## config.mk

```make
export PLATFORM = sky130hd
export DESIGN_NAME = nl_switch_allocator
export DESIGN_NICKNAME = d
export VERILOG_FILES = /design/src/rtl/nl_alloc_pkg.sv /design/src/rtl/nl_rr_arbiter.sv /design/src/rtl/nl_switch_allocator.sv
export SDC_FILE = /design/constraint.sdc
export NUM_CORES = 1
export LEC_CHECK = 0
export CELL_PAD_IN_SITES_DETAIL_PLACEMENT = 1
export CELL_PAD_IN_SITES_GLOBAL_PLACEMENT = 2
export CORE_ASPECT_RATIO = 0.9
export CORE_MARGIN = 10
export CORE_UTILIZATION = 30
export DETAILED_ROUTE_END_ITERATION = 7
export PLACE_DENSITY_LB_ADDON = 0.2
export REMOVE_ABC_BUFFERS = 1
export SLEW_MARGIN = 20
export SYNTH_ARGS = -nofsm -noshare
export SYNTH_HDL_FRONTEND = slang
export SYNTH_SLANG_ARGS = --single-unit
```

## constraint.sdc

```tcl
create_clock -name clk -period 3.8 [get_ports clk]
set_input_delay 0.76 -clock clk [delete_from_list [all_inputs] [get_ports clk]]
set_output_delay 0.76 -clock clk [all_outputs]
set_load 0.03 [all_outputs]
```

## src/rtl/nl_alloc_pkg.sv

```systemverilog
// Shared types and helpers for the switch allocator.
// Ports: none (package).
// Provides the per-output lock state enum and the round-robin one-hot pick.
package nl_alloc_pkg;

  typedef enum logic {
    ALLOC_IDLE   = 1'b0,
    ALLOC_LOCKED = 1'b1
  } alloc_state_t;

  // Largest port count the pick helper handles; the allocator's n must not exceed it.
  localparam int ALLOC_NMAX = 32;
  localparam int ALLOC_IW   = 5;

  // One-hot pick of the first set bit at or after ptr, wrapping modulo n.
  // Only bits [n-1:0] of req are considered; the result is zero if none is set.
  function automatic logic [ALLOC_NMAX-1:0] rr_pick(
    input logic [ALLOC_NMAX-1:0] req,
    input int                    ptr,
    input int                    n
  );
    logic [ALLOC_NMAX-1:0] pick;
    logic                  found;
    int                    idx;
    pick  = '0;
    found = 1'b0;
    for (int k = 0; k < ALLOC_NMAX; k++) begin
      if (!found && (k < n)) begin
        idx = ptr + k;
        if (idx >= n) idx = idx - n;
        if (req[idx[ALLOC_IW-1:0]]) begin
          pick[idx[ALLOC_IW-1:0]] = 1'b1;
          found                   = 1'b1;
        end
      end
    end
    return pick;
  endfunction

endpackage

```

## src/rtl/nl_rr_arbiter.sv

```systemverilog
// Per-output round-robin arbiter with head-to-tail packet lock.
// Latency: zero cycles (select is combinational from state + inputs); state updates on clk.
// Backpressure: out_ready low blocks the grant and freezes state, pointer and owner.
// Ports: req_col (inputs requesting this output), out_ready, req_tail -> sel_row (one-hot or zero).
module nl_rr_arbiter
  import nl_alloc_pkg::*;
#(
  parameter int N = 4
) (
  input  logic         clk,
  input  logic         rst_n,
  input  logic [N-1:0] req_col,
  input  logic         out_ready,
  input  logic [N-1:0] req_tail,
  output logic [N-1:0] sel_row
);

  localparam int PW = (N > 1) ? $clog2(N) : 1;

  alloc_state_t          state_q, state_d;
  logic [PW-1:0]         ptr_q, ptr_d;
  logic [PW-1:0]         owner_q, owner_d;
  logic [ALLOC_NMAX-1:0] pick;
  logic [PW-1:0]         win;

  always_comb begin
    state_d = state_q;
    ptr_d   = ptr_q;
    owner_d = owner_q;
    sel_row = '0;
    pick    = rr_pick(ALLOC_NMAX'(req_col), 32'(ptr_q), N);

    // Index of the picked input; the pick is one-hot so at most one bit matches.
    win = '0;
    for (int i = 0; i < ALLOC_NMAX; i++) begin
      if (pick[i]) win = PW'(i);
    end

    // Grants are suppressed for the whole time reset is held, even though the
    // state registers already read IDLE.
    if (rst_n) begin
      unique case (state_q)
        ALLOC_IDLE: begin
          if (out_ready && (|req_col)) begin
            sel_row = pick[N-1:0];
            // Explicit wrap keeps non-power-of-two N correct.
            ptr_d   = (win == PW'(N - 1)) ? '0 : win + PW'(1);
            if (!req_tail[win]) begin
              state_d = ALLOC_LOCKED;
              owner_d = win;
            end
          end
        end
        ALLOC_LOCKED: begin
          // Only the owner may use the output; a missing request is a bubble
          // and the lock is kept. The pointer never moves here.
          if (out_ready && req_col[owner_q]) begin
            sel_row[owner_q] = 1'b1;
            if (req_tail[owner_q]) state_d = ALLOC_IDLE;
          end
        end
        default: state_d = ALLOC_IDLE;
      endcase
    end
  end

  always_ff @(posedge clk or negedge rst_n) begin
    if (!rst_n) begin
      state_q <= ALLOC_IDLE;
      ptr_q   <= '0;
      owner_q <= '0;
    end else begin
      state_q <= state_d;
      ptr_q   <= ptr_d;
      owner_q <= owner_d;
    end
  end

endmodule

```

## src/rtl/nl_switch_allocator.sv

```systemverilog
// Separable single-stage switch allocator feeding the router crossbar.
// Latency: zero cycles, grant/xbar_select valid in the same cycle as req.
// Backpressure: out_ready[o] low withholds output o's grant and holds its state.
// Ports: req[i][o] one-hot per input, req_tail[i], out_ready[o] -> grant[i], xbar_select[o][i].
module nl_switch_allocator
  import nl_alloc_pkg::*;
#(
  parameter int n = 4
) (
  input  logic                clk,
  input  logic                rst_n,
  input  logic [n-1:0][n-1:0] req,
  input  logic [n-1:0]        req_tail,
  input  logic [n-1:0]        out_ready,
  output logic [n-1:0]        grant,
  output logic [n-1:0][n-1:0] xbar_select
);

  // Per-output view of the requests: req_col[o][i] = req[i][o].
  logic [n-1:0][n-1:0] req_col;

  for (genvar go = 0; go < n; go++) begin : g_out
    for (genvar gi = 0; gi < n; gi++) begin : g_in
      assign req_col[go][gi] = req[gi][go];
    end

    nl_rr_arbiter #(.N(n)) u_arb (
      .clk       (clk),
      .rst_n     (rst_n),
      .req_col   (req_col[go]),
      .out_ready (out_ready[go]),
      .req_tail  (req_tail),
      .sel_row   (xbar_select[go])
    );
  end

  // One-hot requests guarantee each input appears in at most one select row.
  always_comb begin
    grant = '0;
    for (int o = 0; o < n; o++) begin
      grant = grant | xbar_select[o];
    end
  end

  for (genvar gi = 0; gi < n; gi++) begin : g_chk
    a_req_onehot : assert property (@(posedge clk) disable iff (!rst_n) $onehot0(req[gi]));
  end

endmodule

```

==> results.yml <==
grt:
  grt_overflow: 0
  grt_max_degree: 17
  antenna_found_initial: 0
  grt_pass1_vias: 4303
  grt_pass1_wl_um: 22200
  grt_usage: 0.171
critical_path:
  critical_path.max_stage_delay_ns: 0.55
  cp_cell_sequence: "inv_2 > ha_4 > buf_6 > mux4_2 > buf_6 > nand2_2 > a2bb2oi_2 > a221o_1 > a21oi_2 > a21oi_2 > or4_4 > buf_6"
  worstRegToRegCells: 20
  path_class: "reg -> out"
  crit_cells: 12
  crit_family: "simple AND/OR/NAND/NOR gates"
  r2r-start: "g_out[0].u_arb.ptr_q[0]$_DFFE_PN0P_"
  cp.required_ns: 3.04
  slowest_stage: "or4_4"
  critical_path.most_common_cell: "buf_6"
  critPathLaunchType: "flop"
  worst-path-buf-inv: 4
  cp.arrival_ns: 3.10
  end_kind: "primary output"
  critPathMaxFanout: 5
  worstReg2RegEnd: "g_out[0].u_arb.owner_q[1]$_DFFE_PN0P_"
  reg2reg_slack_ns: 0.21
die:
  core_area_um2: 10800
  num_io_pins: 46
  initial_utilization: 0.305
  rows: 36
  die_h_um: 119
  fp.dieArea_um2: 15600
  die_w_um: 131
clocking:
  cts_made_buffers: 3
  cts_buffer_depth: 2
  cts_hold_buf: 0
  cts_tree: "built"
  path_clk_slew_ns: 0.06
  clkSinkCount: 20
  htreeDepth: 1
  worstSkewPairLatency_ns: 0.26
  root_buffer: "clkbuf_16"
drt:
  avgRoutedWirePerCell_um: 19.0
  first_iter_violations: 227
  remaining_drc_errors: 0
  vias_per_cell: 5.52
  routed-via-count: 3931
  firstDrtPassIters: 4
  antenna_left: 0
  drt_wl_total_um: 13500
sta:
  worst_slack_ns: -0.0643
  min_period_over_period: 1.02
  final_max_slew_viol_count: 0
  rsz0062_at_grt: "yes"
  fin_worst_skew_ns: 0.00206
  final_hold_viol_count: 0
  relSlewSlack: 0.650
  fin_crit_ns: 3.86
  fmax_mhz: 259
  tightest_slew_ns: 0.517
  setup_viol: 2
logic_synthesis:
  synthTopCellsByCount: "ha_1 (33), a21oi_1 (32), nand2_1 (32)"
  synthCells: 379
  yosysWarnings: 0
  ys_types: 57
  postSynth.asyncResetShare: 1.00
  postSynthAreaPerCell_um2: 8.71
  synth_ff_type: "dfrtp_1"
  synth_edf_count: 0
  synth_area_leader_cell: "dfrtp_1"
  syn_area_um2: 3300
  seq_area_frac_synth: 0.152
  yosys.cell_count.top_type: "ha_1"
  yosys-top-cells-area: "dfrtp_1 (15%), mux4_2 (14%), ha_1 (13%)"
  netlist.area_leader.share: 0.152
  synth-seq-cells: 20
placed_design:
  port_buffers: 45
  dpl.hpwl_um: 10100
  post-place-ws_ns: -0.785
  gp_congestion: 0.853
pwr:
  p_per_area_nw_per_um2: 932
  p_sw_frac: 0.457
  clock_power_share: 0.048
  vdd_ir_drop_max_mv: 0.359
  p_leak_uw: 0.00252
  p_seq_frac: 0.090
  p_switching_uw: 2400
  p_int_uw: 2850
  p_comb_frac: 0.862
cells_and_area:
  drive_gt1_frac: 0.525
  diodes: 0
  post-route-util: 0.520
  nets: 639
  nFillCells: 1250
  areaGrowthSynthToFinish_pct: 70.4
min_path:
  hold_class: "reg -> reg"
  min_to: "g_out[1].u_arb.state_q$_DFFE_PN0P_"
  hold_depth: 1
  min-delay-start: "g_out[1].u_arb.state_q$_DFFE_PN0P_"
run:
  cap_violations: 0
outcome:
  outcome: "finished with violations"
  violations: "negative setup slack"
[sequential cells by signal, indices dropped and copies added (netlist names)]
register and flops:
g_out.u_arb.owner_q 8, g_out.u_arb.state_q 4, g_out.u_arb.ptr_q 8
[power by group through the flow]
stage	Sequential [uW]	Combinational, uW	Clock, uW
detailed placement	462	3580	0
global route	493	4860	269
floorplan	497	1920	0
global placement	453	3490	0
CTS	468	4200	257
finish	474	4520	250
[metal layers]
| metal | global-route usage | vias to the layer above | part of all wire |
|---|---|---|---|
| met5 | 0 | - | 0 |
| met4 | 0.0222 | 0 | 0.0030 |
| met3 | 0.0282 | 6 | 0.037 |
| met2 | 0.294 | 65 | 0.50 |
| met1 | 0.225 | 1969 | 0.46 |
| li1 | - | 1891 | - |
[logic make-up (layout without fill, tap and decap cells)]
kind of cell    count (synthesis)  after routing  share of synthesized area
mux                            38             38                      0.199
fa+ha+maj                      33             33                      0.125
simple gates                  139            139                      0.230
compound gates                117            117                      0.256
flops                          20             20                      0.152
buf+inv                        32            232                     0.0383
[layout by cell type, fill, tap and decap left out, types with 9 or more instances in the layout]
cell type | Yosys | routed
a21oi_1 | 32 | 15
a21oi_2 | 0 | 15
buf_12 | 0 | 9
buf_4 | 0 | 158
buf_6 | 0 | 20
clkdlybuf4s50_1 | 0 | 9
dfrtp_1 | 20 | 20
ha_1 | 33 | 29
inv_1 | 21 | 13
mux4_2 | 20 | 21
nand2_1 | 32 | 28
nor2_1 | 29 | 24
nor2b_1 | 10 | 10
o21ai_0 | 12 | 9
[layout make-up]
type                       instances  area (um^2)  area share
multi-input combinational        327         3010       0.536
timing repair buffer             207         1770       0.316
sequential                        20          500      0.0890
tap                              133          166      0.0296
clock buffer                       4         88.8      0.0158
inverter                          21         78.8      0.0140
[how the worst max path moves through the flow]
stage | start | endpoint
after detailed placement | req[13] | grant[0]
final | g_out[2].u_arb.ptr_q[1]$_DFFE_PN0P_ | grant[3]
after floorplan | g_out[2].u_arb.ptr_q[0]$_DFFE_PN0P_ | grant[3]
after CTS | g_out[2].u_arb.ptr_q[1]$_DFFE_PN0P_ | grant[1]
after global placement | req[1] | grant[0]
after global routing | g_out[2].u_arb.ptr_q[0]$_DFFE_PN0P_ | grant[3]
[repair_timing]
action	in CTS	in global routing
gates cloned	0	0
buffers inserted	33	11
setup endpoints to repair	16	14
pin swaps	25	24
resized for setup	119	42
[stage by stage]
| step | instances | hold slack [ns] | total power [uW] | cell area, um^2 | setup TNS, ns |
|---|---|---|---|---|---|
| final | 712 | 0.606 | 5240 | 5620 | -0.122 |
| after global routing | 712 | 0.654 | 5630 | 5620 | -0.486 |
| after CTS | 703 | 0.612 | 4930 | 5430 | -0.0494 |
| after detailed placement | 667 | 0.583 | 4040 | 4840 | -4.02 |
| after global placement | 667 | 0.579 | 3950 | 4840 | -3.34 |
| after floorplan | 368 | 0.464 | 2410 | 3250 | -1.64 |
Note: power is estimated with default switching activity, not from simulation.
